File: src/rtl/dmem_arbiter.sv
// Round-robin arbiter sharing a single-ported data RAM between the core LSU (port 0)
// and the loader/debug master (port 1), with address checking and registered responses.
module dmem_arbiter #(
  parameter int unsigned DEPTH_WORDS = 1024
) (
  input  logic        clk_i,
  input  logic        rst_i,
  input  logic        m0_req_i,
  input  logic        m0_we_i,
  input  logic [31:0] m0_addr_i,
  input  logic [31:0] m0_wdata_i,
  output logic        m0_gnt_o,
  output logic        m0_rvalid_o,
  output logic [31:0] m0_rdata_o,
  output logic        m0_err_o,
  input  logic        m1_req_i,
  input  logic        m1_we_i,
  input  logic [31:0] m1_addr_i,
  input  logic [31:0] m1_wdata_i,
  input  logic        m1_lock_i,
  output logic        m1_gnt_o,
  output logic        m1_rvalid_o,
  output logic [31:0] m1_rdata_o,
  output logic        m1_err_o,
  output logic        ram_we_o,
  output logic [31:0] ram_addr_o,
  output logic [31:0] ram_wdata_o,
  input  logic [31:0] ram_rdata_i
);

  logic        last_q, last_d;
  logic        owner_q, owner_d;
  logic        rvalid0_q, rvalid0_d, rvalid1_q, rvalid1_d;
  logic        err0_q, err0_d, err1_q, err1_d;
  logic [31:0] rdata0_q, rdata0_d, rdata1_q, rdata1_d;

  logic        gnt0, gnt1, any_gnt, sel_we, legal;
  logic [31:0] sel_addr, sel_wdata, resp_rdata;

  always_comb begin
    gnt0 = 1'b0;
    gnt1 = 1'b0;
    if (!rst_i) begin
      if (owner_q) begin
        gnt1 = m1_req_i;
      end else if (m0_req_i && m1_req_i) begin
        // last_q names the port that went most recently; the other one wins
        gnt0 = last_q;
        gnt1 = !last_q;
      end else begin
        gnt0 = m0_req_i;
        gnt1 = m1_req_i;
      end
    end
  end

  assign any_gnt   = gnt0 | gnt1;
  assign sel_addr  = gnt1 ? m1_addr_i  : m0_addr_i;
  assign sel_wdata = gnt1 ? m1_wdata_i : m0_wdata_i;
  assign sel_we    = gnt1 ? m1_we_i    : m0_we_i;
  assign legal     = (sel_addr[1:0] == 2'b00) && ({2'b00, sel_addr[31:2]} < DEPTH_WORDS);
  assign resp_rdata = (legal && !sel_we) ? ram_rdata_i : 32'h0;

  assign m0_gnt_o    = gnt0;
  assign m1_gnt_o    = gnt1;
  assign ram_we_o    = any_gnt & sel_we & legal & ~rst_i;
  assign ram_addr_o  = sel_addr;
  assign ram_wdata_o = sel_wdata;

  always_comb begin
    last_d    = any_gnt ? gnt1 : last_q;
    owner_d   = owner_q;
    if (gnt1) begin
      owner_d = m1_lock_i;
    end else if (owner_q && !m1_req_i) begin
      owner_d = 1'b0;
    end
    rvalid0_d = gnt0;
    rvalid1_d = gnt1;
    err0_d    = gnt0 ? !legal : err0_q;
    err1_d    = gnt1 ? !legal : err1_q;
    rdata0_d  = gnt0 ? resp_rdata : rdata0_q;
    rdata1_d  = gnt1 ? resp_rdata : rdata1_q;
  end

  always_ff @(posedge clk_i) begin
    if (rst_i) begin
      last_q    <= 1'b1;
      owner_q   <= 1'b0;
      rvalid0_q <= 1'b0;
      rvalid1_q <= 1'b0;
      err0_q    <= 1'b0;
      err1_q    <= 1'b0;
      rdata0_q  <= 32'h0;
      rdata1_q  <= 32'h0;
    end else begin
      last_q    <= last_d;
      owner_q   <= owner_d;
      rvalid0_q <= rvalid0_d;
      rvalid1_q <= rvalid1_d;
      err0_q    <= err0_d;
      err1_q    <= err1_d;
      rdata0_q  <= rdata0_d;
      rdata1_q  <= rdata1_d;
    end
  end

  assign m0_rvalid_o = rvalid0_q;
  assign m0_rdata_o  = rdata0_q;
  assign m0_err_o    = err0_q;
  assign m1_rvalid_o = rvalid1_q;
  assign m1_rdata_o  = rdata1_q;
  assign m1_err_o    = err1_q;

endmodule

File: config.mk
export PLATFORM = sky130hd
export DESIGN_NAME = dmem_arbiter
export DESIGN_NICKNAME = d
export VERILOG_FILES = /design/src/rtl/dmem_arbiter.sv
export SDC_FILE = /design/constraint.sdc
export NUM_CORES = 1
export LEC_CHECK = 0
export BUFFER_PORTS_ARGS = -buffer_cell sky130_fd_sc_hd__buf_2
export CAP_MARGIN = 15
export CORE_AREA = 2 2 116 118
export DETAILED_ROUTE_END_ITERATION = 8
export DIE_AREA = 0 0 118 120
export GPL_TIMING_DRIVEN = 0
export PLACE_DENSITY = 0.66
export SLEW_MARGIN = 20
export SYNTH_ARGS = -nofsm -noshare
export SYNTH_HDL_FRONTEND = slang
export SYNTH_SLANG_ARGS = --single-unit
File: constraint.sdc
create_clock -name clk_i -period 1.55 [get_ports clk_i]
set_input_delay 0.155 -clock clk_i [delete_from_list [all_inputs] [get_ports clk_i]]
set_output_delay 0.155 -clock clk_i [all_outputs]
set_load 0.05 [all_outputs]
==> reports/metrics.yaml <==
sta:
  skew_ns: 0.004892
  finalHoldViolations: 0
  worstMarginPinSlew_ns: 0.5671
  slew_headroom: 0.6184
  period_share: 1.195
  slew_viol_final: 0
  hold_slack_ns: 0.05611
  setup_viol: 130
  tns_ns: -27.29
  max_freq_ghz: 0.5400
  rsz0062_at_grt: "true"
  fin_ws_ns: -0.3018
  period_needed_ns: 1.852
synthesis:
  synth_ff_type: "dfxtp_1"
  synth_edf_count: 0
  syn_area_sq_mm: 0.003412
  synth.largest_area_cell: "dfxtp_1"
  post-synth-top-count-cell: "nand2_1"
  synth_top_area_frac: 0.4107
  async_flop_share: 0
  yosysSeqAreaShare: 0.4107
  ys_ff_latch: 70
  yosysWarnings: 0
  synth_cells: 471
  synth_common_cells: "nand2_1 (257), dfxtp_1 (70), o31ai_1 (32)"
  synth.avg_cell_area_sq_um: 7.244
  synth.area.top_cells: "dfxtp_1 (41%), nand2_1 (28%), o31ai_1 (7.0%)"
  syn_nets: 638
  synth.distinct_cells: 35
power_and_ir_drop:
  p_sw_mw: 1.925
  seqPwrFrac: 0.317
  ir_worst_vdd_v: 0.0004505
  clkPwrFrac: 0.344
  p_leak_nw: 3.682
  cellPowerDensity_mw_per_mm2: 786.7
  comb_power_share: 0.339
  swShare: 0.3353
  power.internal_mw: 3.815
clocking:
  cts_hold_buf: 0
  clock_sinks: 70
  cts_buffers: 9
  root_buffer: "clkbuf_16"
  insertion_delay_ns: 0.32
  cts_buffer_depth: 2
  cts_tree: "done"
  cts_max_level: 3
  path_clk_slew_ns: 0.05
placed_design:
  gp_congestion: 0.8860
  hpwlAfterDp_um: 11840
  port_buffers: 300
detailed_routing:
  ant_nets: 0
  drt-wirelength-per-cell_um: 16.10
  route.detailed.drc: 0
  avgViaCountPerCell: 4.658
  drt-initial-drc-count: 163
  vias: 4583
  dr.pass1.iters: 5
  wl_um: 15850
grt:
  grt-ovfl-total: 0
  grt_use_total: 0.2088
  grt_pass1_vias: 4438
  grt_first_pass_wirelength_um: 23370
  grt_max_degree: 12
  antenna_found_initial: 0
status:
  violations: "setup timing"
  status: "finished with violations"
final_layout:
  area_growth_pct: 113.8
  diodes: 0
  final_nets: 970
  drive_gt1_frac: 0.6671
  n_fill_cell: 1219
setup_path:
  required_ns: 1.39
  cp.arrival_ns: 1.70
  crit_path_start_kind: "flop"
  worst-setup-path-type: "flop to output pin"
  worst-path-max-fanout: 11
  reg2regPathDepth: 8
  end_kind: "output pin"
floorplanning:
  dieArea_sq_mm: 0.01416
  placementRows: 42
  die_y_um: 120
  core_sq_mm: 0.01298
  dieWidth_um: 118
  initial_core_util: 0.2629
  io_pins: 302
run:
  max-cap-violations: 0
hold_path:
  hold_path.class: "input port to flop"
  hold_depth: 2
==> layout make-up <==
type	count	area, sq um	share of cell area
Multi-Input combinational cell	365	2699	0.3699
Timing Repair Buffer	322	2285	0.3132
Sequential cell	70	1404	0.1924
Buffer	33	394.1	0.05402
Clock buffer	12	236.5	0.03241
Tap cell	176	220.2	0.03018
Clock inverter	4	47.55	0.006517
Inverter	2	10.01	0.001372
==> through the flow <==
step	power [mW]	setup WS [ns]	std cells	cell area (sq um)	utilization
final	5.739	-0.3018	984	7296	0.5621
after global routing	5.968	-0.3787	984	7296	0.5621
after CTS	5.676	-0.3053	973	6784	0.5227
after detailed placement	3.324	-0.7864	947	5542	0.4269
after global placement	3.323	-0.7939	947	5542	0.4269
after floorplan	2.842	-0.09951	471	3820	-
==> critical path, stage by stage (launching register included) <==
cell and delay, ns:
dfxtp_2 0.32, nand3b_1 0.22, nand2_4 0.17, inv_4 0.07, buf_12 0.15, clkbuf_16 0.17
nand2_2 0.08, nand2_4 0.04, buf_6 0.14
==> placed cells by master (no fill, tap or decap), types with 3 or more instances in the layout <==
cell       synthesis  layout
o31ai_1           32      19
nor4_1             8       5
dfxtp_1           70      68
clkbuf_8           0       4
nand2_2            1      61
a22o_1            17      17
buf_8              0      27
nand2_1          257     138
clkbuf_2           0       4
clkbuf_16          0      14
a22o_4             0      16
nand2_4            0      59
nor4_2             2       5
buf_12             0       8
o31ai_2            0      13
buf_4              0      17
buf_2             12     236
nor2_1             5       5
buf_6              3      53
clkbuf_1          16       3
==> what timing repair did <==
| action | in CTS | in global routing |
|---|---|---|
| pin swaps | 5 | 7 |
| setup buffers | 11 | 6 |
| endpoints found under the setup margin | 132 | 129 |
| gates cloned | 0 | 5 |
| resized for setup | 274 | 78 |
==> cells by family after synthesis <==
logic type | count (synthesis) | share of synthesized area
AND/OR/NAND/NOR | 289 | 0.3469
flip-flops | 70 | 0.4107
multiplexers | 1 | 0.002934
buffers and inverters | 36 | 0.05061
AO/OA/AOI/OAI | 75 | 0.1888
==> power groups by stage <==
stage               combinational, mW  sequential [mW]  clock [mW]
floorplan                       0.960             1.88           0
global placement                 1.47             1.85           0
detailed placement               1.47             1.85           0
CTS                              1.85             1.82        2.01
global route                     2.03             1.82        2.12
finish                           1.95             1.82        1.98
==> flip-flops by register name (all words and copies together) (netlist names) <==
signal,flops
m0_err_o,1
last_q,1
owner_q,1
m1_rdata_o,32
m0_rdata_o,32
m0_rvalid_o,1
m1_rvalid_o,1
m1_err_o,1
==> worst paths after layout <==
check	startpoint	to	slack, ns
worst min-delay path	ram_rdata_i[28]	m1_rdata_o[28]	0.06
worst min register to register	m0_rdata_o[24]	m0_rdata_o[24]	0.44
worst max register to register	owner_q	m0_rdata_o[4]	-0.20
worst max-delay path	owner_q	ram_wdata_o[23]	-0.30
==> routing by layer <==
metal	GRT usage	share of wire
met5	0	0
met4	0.05798	0.018
met3	0.04943	0.055
met2	0.3943	0.55
met1	0.2327	0.38
(Power assumes the default switching activity.)
